`src/rtl/dff_ctrl_pkg.sv`:
```
// dff_ctrl_pkg
// Shared definitions for the flip-flop bank controller:
//   cmd_t   - requester command codes (WRITE/CLEAR/PRESET/READ)
//   state_t - controller state encoding (IDLE/APPLY/VERIFY)
//   HOLD_PRE/HOLD_CLR - per-bit control pair that makes a bank flop hold
package dff_ctrl_pkg;

  typedef enum logic [1:0] {
    CMD_WRITE  = 2'b00,
    CMD_CLEAR  = 2'b01,
    CMD_PRESET = 2'b10,
    CMD_READ   = 2'b11
  } cmd_t;

  typedef enum logic [1:0] {
    IDLE   = 2'b00,
    APPLY  = 2'b01,
    VERIFY = 2'b10
  } state_t;

  // {pre,clr} = 11 leaves a bank flop unchanged
  localparam logic HOLD_PRE = 1'b1;
  localparam logic HOLD_CLR = 1'b1;

endpackage

```
`src/rtl/rr_arb2.sv`:
```
// rr_arb2
// Two-way round-robin arbiter.
// Ports:
//   clk      - rising-edge clock
//   clr_n    - synchronous active-low reset; after reset requester 0 is favoured
//   req      - request vector, bit0 = requester 0
//   grant_en - high when the caller will act on the winner this cycle
//   winner   - combinational one-hot winner (zero when req is zero)
module rr_arb2 (
  input  logic       clk,
  input  logic       clr_n,
  input  logic [1:0] req,
  input  logic       grant_en,
  output logic [1:0] winner
);

  // last_q remembers which requester was granted last; resetting it to 1
  // makes requester 0 win the first contested round.
  logic last_q;
  logic last_d;

  always_comb begin
    winner = 2'b00;
    case (req)
      2'b01:   winner = 2'b01;
      2'b10:   winner = 2'b10;
      2'b11:   winner = last_q ? 2'b01 : 2'b10;
      default: winner = 2'b00;
    endcase
  end

  // The pointer only moves when a grant is actually issued
  always_comb begin
    last_d = last_q;
    if (grant_en && (winner != 2'b00)) begin
      last_d = winner[1];
    end
  end

  always_ff @(posedge clk) begin
    if (!clr_n) begin
      last_q <= 1'b1;
    end else begin
      last_q <= last_d;
    end
  end

endmodule

```
`src/rtl/dff_bank_ctrl.sv`:
```
// dff_bank_ctrl
// Sequencing/sharing controller for a bank of WIDTH preset/clear D flops.
// Two requesters issue WRITE/CLEAR/PRESET/READ; a round-robin arbiter picks
// one, the controller drives the bank controls for exactly one edge, then
// reads the bank back and reports completion and mismatch.
// Ports:
//   clk, clr_n          - clock and synchronous active-low reset
//   req, cmd0/1, data0/1 - requester interface (data = value or bit mask)
//   gnt                 - one-hot one-cycle grant pulse
//   busy                - high while not IDLE
//   done, done_id       - completion pulse and requester it belongs to
//   err, rdata          - readback mismatch flag and readback value
//   ff_pre/ff_clr/ff_d  - per-bit controls to the bank
//   ff_q                - per-bit outputs from the bank
module dff_bank_ctrl
  import dff_ctrl_pkg::*;
#(
  parameter int WIDTH = 8
) (
  input  logic             clk,
  input  logic             clr_n,
  input  logic [1:0]       req,
  input  logic [1:0]       cmd0,
  input  logic [WIDTH-1:0] data0,
  input  logic [1:0]       cmd1,
  input  logic [WIDTH-1:0] data1,
  output logic [1:0]       gnt,
  output logic             busy,
  output logic             done,
  output logic             done_id,
  output logic             err,
  output logic [WIDTH-1:0] rdata,
  output logic [WIDTH-1:0] ff_pre,
  output logic [WIDTH-1:0] ff_clr,
  output logic [WIDTH-1:0] ff_d,
  input  logic [WIDTH-1:0] ff_q
);

  localparam logic [WIDTH-1:0] PRE_IDLE = {WIDTH{HOLD_PRE}};
  localparam logic [WIDTH-1:0] CLR_IDLE = {WIDTH{HOLD_CLR}};

  state_t           state_q, state_d;
  cmd_t             cmd_q, cmd_d;
  logic [WIDTH-1:0] data_q, data_d;
  logic [WIDTH-1:0] q_old_q, q_old_d;
  logic             id_q, id_d;
  logic [1:0]       gnt_q, gnt_d;
  logic             busy_q, busy_d;
  logic             done_q, done_d;
  logic             done_id_q, done_id_d;
  logic             err_q, err_d;
  logic [WIDTH-1:0] rdata_q, rdata_d;
  logic [WIDTH-1:0] ff_pre_q, ff_pre_d;
  logic [WIDTH-1:0] ff_clr_q, ff_clr_d;
  logic [WIDTH-1:0] ff_d_q, ff_d_d;

  logic [1:0]       arb_win;
  logic             arb_en;
  logic             sel;
  cmd_t             sel_cmd;
  logic [WIDTH-1:0] sel_data;
  logic [WIDTH-1:0] exp_val;

  assign arb_en = (state_q == IDLE);

  rr_arb2 u_arb (
    .clk      (clk),
    .clr_n    (clr_n),
    .req      (req),
    .grant_en (arb_en),
    .winner   (arb_win)
  );

  assign sel      = arb_win[1];
  assign sel_cmd  = sel ? cmd_t'(cmd1) : cmd_t'(cmd0);
  assign sel_data = sel ? data1 : data0;

  // Value the bank should hold after the op, given the snapshot taken at grant
  always_comb begin
    exp_val = '0;
    case (cmd_q)
      CMD_WRITE:  exp_val = data_q;
      CMD_CLEAR:  exp_val = q_old_q & ~data_q;
      CMD_PRESET: exp_val = q_old_q | data_q;
      default:    exp_val = ff_q;
    endcase
  end

  // Next-state and output logic. Controls are only away from hold during
  // the single APPLY cycle so the bank captures exactly one edge.
  always_comb begin
    state_d   = state_q;
    cmd_d     = cmd_q;
    data_d    = data_q;
    q_old_d   = q_old_q;
    id_d      = id_q;
    gnt_d     = 2'b00;
    done_d    = 1'b0;
    done_id_d = done_id_q;
    err_d     = err_q;
    rdata_d   = rdata_q;
    ff_pre_d  = ff_pre_q;
    ff_clr_d  = ff_clr_q;
    ff_d_d    = ff_d_q;

    case (state_q)
      IDLE: begin
        if (req != 2'b00) begin
          cmd_d   = sel_cmd;
          data_d  = sel_data;
          q_old_d = ff_q;
          id_d    = sel;
          gnt_d   = arb_win;
          state_d = APPLY;
          ff_d_d  = '0;
          // CLEAR/PRESET: mask bits pull one control low, others stay at hold
          case (sel_cmd)
            CMD_WRITE: begin
              ff_pre_d = '0;
              ff_clr_d = '0;
              ff_d_d   = sel_data;
            end
            CMD_CLEAR: begin
              ff_pre_d = ~sel_data;
              ff_clr_d = CLR_IDLE;
            end
            CMD_PRESET: begin
              ff_pre_d = PRE_IDLE;
              ff_clr_d = ~sel_data;
            end
            default: begin
              ff_pre_d = PRE_IDLE;
              ff_clr_d = CLR_IDLE;
            end
          endcase
        end
      end
      APPLY: begin
        ff_pre_d = PRE_IDLE;
        ff_clr_d = CLR_IDLE;
        ff_d_d   = '0;
        state_d  = VERIFY;
      end
      VERIFY: begin
        rdata_d   = ff_q;
        done_d    = 1'b1;
        done_id_d = id_q;
        err_d     = (cmd_q == CMD_READ) ? 1'b0 : (ff_q != exp_val);
        state_d   = IDLE;
      end
      default: begin
        state_d = IDLE;
      end
    endcase

    busy_d = (state_d != IDLE);
  end

  // Reset returns controls to hold but leaves the bank alone; a reset edge
  // that ends APPLY still lets the bank capture, since controls were live.
  always_ff @(posedge clk) begin
    if (!clr_n) begin
      state_q   <= IDLE;
      cmd_q     <= CMD_WRITE;
      data_q    <= '0;
      q_old_q   <= '0;
      id_q      <= 1'b0;
      gnt_q     <= 2'b00;
      busy_q    <= 1'b0;
      done_q    <= 1'b0;
      done_id_q <= 1'b0;
      err_q     <= 1'b0;
      rdata_q   <= '0;
      ff_pre_q  <= PRE_IDLE;
      ff_clr_q  <= CLR_IDLE;
      ff_d_q    <= '0;
    end else begin
      state_q   <= state_d;
      cmd_q     <= cmd_d;
      data_q    <= data_d;
      q_old_q   <= q_old_d;
      id_q      <= id_d;
      gnt_q     <= gnt_d;
      busy_q    <= busy_d;
      done_q    <= done_d;
      done_id_q <= done_id_d;
      err_q     <= err_d;
      rdata_q   <= rdata_d;
      ff_pre_q  <= ff_pre_d;
      ff_clr_q  <= ff_clr_d;
      ff_d_q    <= ff_d_d;
    end
  end

  assign gnt     = gnt_q;
  assign busy    = busy_q;
  assign done    = done_q;
  assign done_id = done_id_q;
  assign err     = err_q;
  assign rdata   = rdata_q;
  assign ff_pre  = ff_pre_q;
  assign ff_clr  = ff_clr_q;
  assign ff_d    = ff_d_q;

endmodule

```
`config.mk`:
```
export PLATFORM = sky130hd
export DESIGN_NAME = dff_bank_ctrl
export DESIGN_NICKNAME = d
export VERILOG_FILES = /design/src/rtl/dff_ctrl_pkg.sv /design/src/rtl/rr_arb2.sv /design/src/rtl/dff_bank_ctrl.sv
export SDC_FILE = /design/constraint.sdc
export NUM_CORES = 1
export LEC_CHECK = 0
export ABC_AREA = 1
export CAP_MARGIN = 0
export CORE_MARGIN = 2
export CORE_UTILIZATION = 52
export CTS_CLUSTER_SIZE = 14
export DETAILED_ROUTE_END_ITERATION = 8
export GPL_ROUTABILITY_DRIVEN = 0
export PLACE_DENSITY = 0.82
export SYNTH_ARGS = -nofsm -noshare
export SYNTH_HDL_FRONTEND = slang
export SYNTH_SLANG_ARGS = --single-unit
export TNS_END_PERCENT = 20
```
`constraint.sdc`:
```
create_clock -name clk -period 4.01 [get_ports clk]
set_input_delay 0.802 -clock clk [delete_from_list [all_inputs] [get_ports clk]]
set_output_delay 0.802 -clock clk [all_outputs]
set_load 0.01 [all_outputs]
```
==> flow_summary_export.csv, run 1 <==
group,metric,value,unit
min_path,min_to,"ff_pre[4]",
finish,final_cell_mix,"136 x nand2_1, 69 x clkdlybuf4s50_1, 60 x dfxtp_1",
logic_synthesis,yosys.area.top_type,"dfxtp_1",
floorplanning,ios,70,
finish,seqCellArea,1201,um2
timing,min_period_over_period,60.68,%
grt,antenna_found_initial,0,
floorplanning,start_util,54.61,%
floorplanning,fp-row-count,25,
critical_path,reg2reg_to,"ff_pre[3]",
logic_synthesis,synth_seq_cells,60,
finish,fillers,402,
pwr,max-vdd-ir-drop,0.3408,mV
pwr,p_seq_share,40.1,%
logic_synthesis,synth_nets,414,
finish,diodes,0,
critical_path,cp-start-kind,"input pin",
route,num_vias,2690,
floorplanning,core,4755,um2
min_path,hold_depth,2,
critical_path,arrival,2.69,ns
critical_path,r2r_slack,2.21,ns
clock_tree,cts_root_buf,"clkbuf_8",
logic_synthesis,yosysSeqAreaShare,46.27,%
timing,tightest_slew,0.6823,ns
critical_path,r2r_cells,9,
pwr,p_total,1.702,mW
grt,grt_first_pass_wirelength,11720,um
placed_design,dp.final_hpwl,4914,um
pwr,switchingPower,0.4562,mW
clock_tree,htree_num_levels,3,
clock_tree,cts_tree,"built",
pwr,intPower,1.246,mW
route,postRouteAntennaNets,0,
finish,fin_nets,481,
clock_tree,cts.sinks,60,
clock_tree,clockBufferDepth,2,
logic_synthesis,synth_area_per_cell,6.796,um2
pwr,clkPwrFrac,39.6,%
critical_path,end_kind,"flip-flop",
floorplanning,die_h,74.66,um
route,wirelength,7235,um
critical_path,critPathKind,"in2reg",
timing,finalClockSkew,0.005021,ns
clock_tree,cts_buffers,9,
finish,areaGrowthSynthToFinish,37.01,%
finish,multi_input_area,1237,um2
grt,grt_usage,28.24,%
grt,first_global_vias,2536,
timing,final_hold_viol_count,0,
finish,final_common_cell,"nand2_1",
flow_run,max_cap_violations,0,
floorplanning,die-area,5574,um2
placed_design,io_buffer_count,69,
logic_synthesis,synth_top_area_share,46.27,%
pwr,switching_share,26.80,%
logic_synthesis,yosysWarningCount,0,
critical_path,cp_max_fo,36,
clock_tree,clk-insertion-delay-late,0.33,ns
timing,fmax,0.4110,GHz
finish,stdcell_count,521,
critical_path,reg2reg_from,"u_arb.last_q",
route,drc,0,
timing,slew-limit-headroom,54.35,%
critical_path,crit_required,4.26,ns
route,drt-wirelength-per-cell,13.89,um
route,drt_iter0_markers,175,
route,vias_per_cell,5.163,
logic_synthesis,postSynthCellCount,382,
clock_tree,post_cts_buffers,0,
clock_tree,path_clk_slew,0.07,ns
min_path,worstHoldStart,"ff_pre[4]",
route,first_pass_iters,5,
timing,finalMaxSlewViolations,0,
grt,grt_overflow,0,
timing,fin_crit,2.433,ns
timing,rsz0062_at_grt,"false",
logic_synthesis,synth_cell_types,20,
logic_synthesis,yosys-top-cells-area,"dfxtp_1 46%, nand2_1 20%, nand3_1 7.7%",
pwr,power.density,478.6,nW/um2
floorplanning,die_x,74.66,um
outcome,status,"completed",
pwr,p_leak,1.604,nW
grt,grt_max_degree,37,
finish,drive_gt1_share,7.709,%
timing,setup_violations,0,
min_path,min_path_type,"reg2reg",
pwr,combPwrFrac,20.4,%
placed_design,dp.cells,505,
timing,fin_setup_tns,0,ns
logic_synthesis,syn_area,2596,um2
clock_tree,cts_hold_buf,0,
clock_tree,cts_resized,0,
## worst max-delay path: stages
cell	delay, ns
clkdlybuf4s50_1	0.45
buf_4	0.33
inv_1	0.31
nor2_2	0.36
buf_4	0.25
nand2_1	0.08
o21ai_0	0.08
## cells by family (layout without fill, tap and decap cells)
kind of cell           after synthesis  in the layout  synth area share, %
buffers and inverters               36            108                6.072
AO/OA/AOI/OAI                       46             46                8.916
flip-flops                          60             60                46.26
AND/OR/NAND/NOR                    240            240                38.75
## metal layers
metal  wire length (um)  vias to the layer above  track usage (%)
met3                390                       22            8.300
met5                  0                        -                0
li1                   -                     1349                -
met2               3528                       84            47.39
met1               3068                     1235            33.19
met4                247                        0            13.49
## registers in the layout, indices dropped and copies added, names as in the netlist
signal,count
done_id,1
state_q,2
err,1
id_q,1
cmd_q,2
ff_clr,8
rdata,8
done,1
gnt,2
u_arb.last_q,1
ff_pre,8
q_old_q,8
data_q,8
busy,1
ff_d,8
## through the flow
| stage | instance area (um2) | hold WS, ns | setup slack [ns] | util, % |
|---|---|---|---|---|
| 6_report | 3557 | 0.4733 | 1.577 | 74.82 |
| 5_1_grt | 3557 | 0.4973 | 1.469 | 74.82 |
| 3_5_place_dp | 3307 | 0.4551 | 1.256 | 69.55 |
| 2_1_floorplan | 2596 | 0.4451 | 2.213 | - |
| 3_3_place_gp | 3307 | 0.4537 | 1.330 | 69.55 |
| 4_1_cts | 3557 | 0.4747 | 1.584 | 74.82 |
## synthesized netlist by cell type, drive strengths merged
master / count
o22ai: 1
nor2: 55
nand3: 41
nor3: 1
a21oi: 11
inv: 21
nand2: 142
clkbuf: 6
or2: 1
o21ai: 34
dfxtp: 60
buf: 9
## layout make-up
cell class,instances,share of cell area (%)
Clock inverter,4,2.673
Inverter,21,2.216
Timing Repair Buffer,71,19.84
Clock buffer,12,4.362
Multi-Input combinational cell,286,34.79
Tap cell,67,2.357
Sequential cell,60,33.77
## worst max path at each step
stage | start | to | slack (ns) | cells after the start
after floorplan | req[0] | ff_clr[6] | 2.21 | 8
after global placement | req[0] | ff_clr[3] | 1.33 | 8
after detailed placement | clr_n | q_old_q[7] | 1.26 | 7
after CTS | req[0] | ff_pre[0] | 1.58 | 8
after global routing | clr_n | data_q[1] | 1.47 | 7
final | clr_n | q_old_q[7] | 1.58 | 7
## power groups by stage
stage | combinational (mW) | sequential [mW] | clock, mW
finish | 0.346 | 0.682 | 0.674
global route | 0.384 | 0.687 | 0.708
CTS | 0.346 | 0.682 | 0.679
detailed placement | 0.340 | 0.693 | 0
global placement | 0.333 | 0.693 | 0
floorplan | 0.186 | 0.705 | 0
(Power assumes the default switching activity.)
==> run 2, diff against run 1 <==
CORE_UTILIZATION = 43   (was 52)
PLACE_DENSITY = 0.72   (was 0.82)
clock period = 2.1 ns   (was 4.01 ns; I/O delays follow)
==> flow_summary_export.csv, run 2 (synthesis gave the netlist of run 1 again) <==
group,metric,value,unit
critical_path,worst-path-buf-inv,1,
clock_tree,cts_buffers,9,
pwr,max-vdd-ir-drop,0.5879,mV
critical_path,arrival,1.25,ns
floorplanning,start_util,44.11,%
pwr,clkPwrFrac,33.9,%
clock_tree,cts.sinks,60,
clock_tree,htree_num_levels,3,
outcome,status,"completed",
pwr,p_seq_share,43.3,%
floorplanning,die_h,81.71,um
critical_path,r2r_slack,0.66,ns
route,drt_iter0_markers,113,
finish,final_cell_mix,"136 x nand2_1, 69 x clkdlybuf4s50_1, 60 x dfxtp_1",
floorplanning,die_x,81.71,um
placed_design,io_buffer_count,69,
pwr,switchingPower,0.8537,mW
timing,rsz0062_at_grt,"false",
critical_path,critPathLaunch,"ff_clr[2]",
timing,fin_setup_tns,0,ns
clock_tree,cts_resized,0,
timing,setup_violations,0,
min_path,worstHoldStart,"ff_d[5]",
route,wirelength,6903,um
pwr,intPower,2.155,mW
clock_tree,cts_hold_buf,0,
floorplanning,core,5886,um2
critical_path,crit_required,1.68,ns
route,drc,0,
floorplanning,ios,70,
route,num_vias,2602,
critical_path,slowest_delay,0.55,ns
floorplanning,die-area,6676,um2
floorplanning,fp-row-count,28,
critical_path,reg2reg_from,"cmd_q[0]",
grt,grt_usage,22.42,%
finish,final_common_cell,"nand2_1",
min_path,min_path_type,"reg2reg",
pwr,p_leak,1.635,nW
critical_path,cp_top_family,"buffers and inverters",
finish,finish.utilization,61.20,%
route,vias_per_cell,4.836,
flow_run,max_cap_violations,0,
critical_path,critPathKind,"reg2out",
timing,slew-limit-headroom,73.78,%
route,postRouteAntennaNets,0,
critical_path,cp-start-kind,"flip-flop",
finish,fin_nets,492,
clock_tree,cts_root_buf,"clkbuf_8",
clock_tree,post_cts_buffers,0,
critical_path,worstPathCellList,"clkdlybuf4s50_1",
clock_tree,clockBufferDepth,2,
grt,grt_overflow,0,
grt,first_global_vias,2464,
placed_design,dp.final_hpwl,5022,um
timing,tightest_slew,0.3918,ns
grt,grt_first_pass_wirelength,11230,um
pwr,switching_share,28.37,%
grt,antenna_found_initial,0,
grt,grt_max_degree,20,
critical_path,slowest_stage,"clkdlybuf4s50_1",
critical_path,end_kind,"output port",
clock_tree,clk-insertion-delay-late,0.33,ns
finish,areaGrowthSynthToFinish,38.75,%
timing,final_hold_viol_count,0,
route,drt-wirelength-per-cell,12.83,um
timing,fmax,0.6002,GHz
timing,min_period_over_period,79.34,%
timing,finalMaxSlewViolations,0,
timing,fin_crit,1.666,ns
pwr,power.density,835.3,nW/um2
pwr,combPwrFrac,22.8,%
clock_tree,path_clk_slew,0.06,ns
critical_path,cp_max_fo,2,
finish,drive_gt1_share,9.503,%
finish,diodes,0,
timing,finalClockSkew,0.006213,ns
route,first_pass_iters,4,
clock_tree,cts_tree,"built",
-- run 2: cell types whose count changed in the layout (fill, tap and decap cells not counted) --
cell	delta
buf_12	+1
buf_4	+10
bufinv_16	-2
-- run 2: path summary, 6_finish.rpt --
| check | to | depth (start not counted) |
|---|---|---|
| worst min register to register | ff_d[5] | 2 |
| worst max register to register | err | 11 |
| worst max-delay path | ff_clr[2] | 1 |
| worst min-delay path | ff_d[5] | 2 |
-- run 2: cell type report --
| type | count | area [um2] |
|---|---|---|
| clock buffer | 12 | 155.1 |
| fill | 549 | 2283 |
| multi-input combinational | 286 | 1237 |
| timing repair buffer | 82 | 800.8 |
| sequential | 60 | 1201 |
| clock inverter | 2 | 35.03 |
| inverter | 21 | 78.83 |
| tap | 75 | 93.84 |
-- run 2: power groups by stage --
stage | Sequential, mW | Clock (mW) | Combinational (mW)
6_report | 1.30 | 1.02 | 0.686
5_1_grt | 1.32 | 1.09 | 0.763
4_1_cts | 1.30 | 1.05 | 0.691
3_5_place_dp | 1.32 | 0 | 0.687
3_3_place_gp | 1.33 | 0 | 0.675
2_1_floorplan | 1.35 | 0 | 0.356
-- run 2: stage by stage --
step | std cells | total power, mW | instance area (um2) | setup slack (ns) | hold WS (ns)
floorplan | 382 | 1.701 | 2596 | 0.6849 | 0.4451
global placement | 524 | 2.002 | 3412 | 0.1625 | 0.4572
detailed placement | 524 | 2.011 | 3412 | 0.1265 | 0.4573
CTS | 538 | 3.040 | 3602 | 0.4239 | 0.4691
global route | 538 | 3.170 | 3602 | 0.3368 | 0.4898
finish | 538 | 3.009 | 3602 | 0.4338 | 0.4649
-- run 2: layer usage --
layer  share of wire, %  GRT usage [%]  wire (um)  vias to the layer above
met3                5.5          5.055        383                       19
met4                2.2          11.17        155                        0
met1                 45          28.28       3097                     1153
met5                  0              0          0                        -
met2                 47          36.07       3267                       65
li1                   -              -          -                     1365
-- run 2: worst register-to-register path, stage by stage (launching register included) --
cell and delay, ns:
dfxtp_1 0.37, inv_2 0.12, nand2_2 0.17, nand3_1 0.13, nand2_1 0.08, nand2_1 0.04, nand2_1 0.06, nand2_1 0.07
nor2_1 0.10, nand2_1 0.07, nand2_1 0.07, a21oi_1 0.06
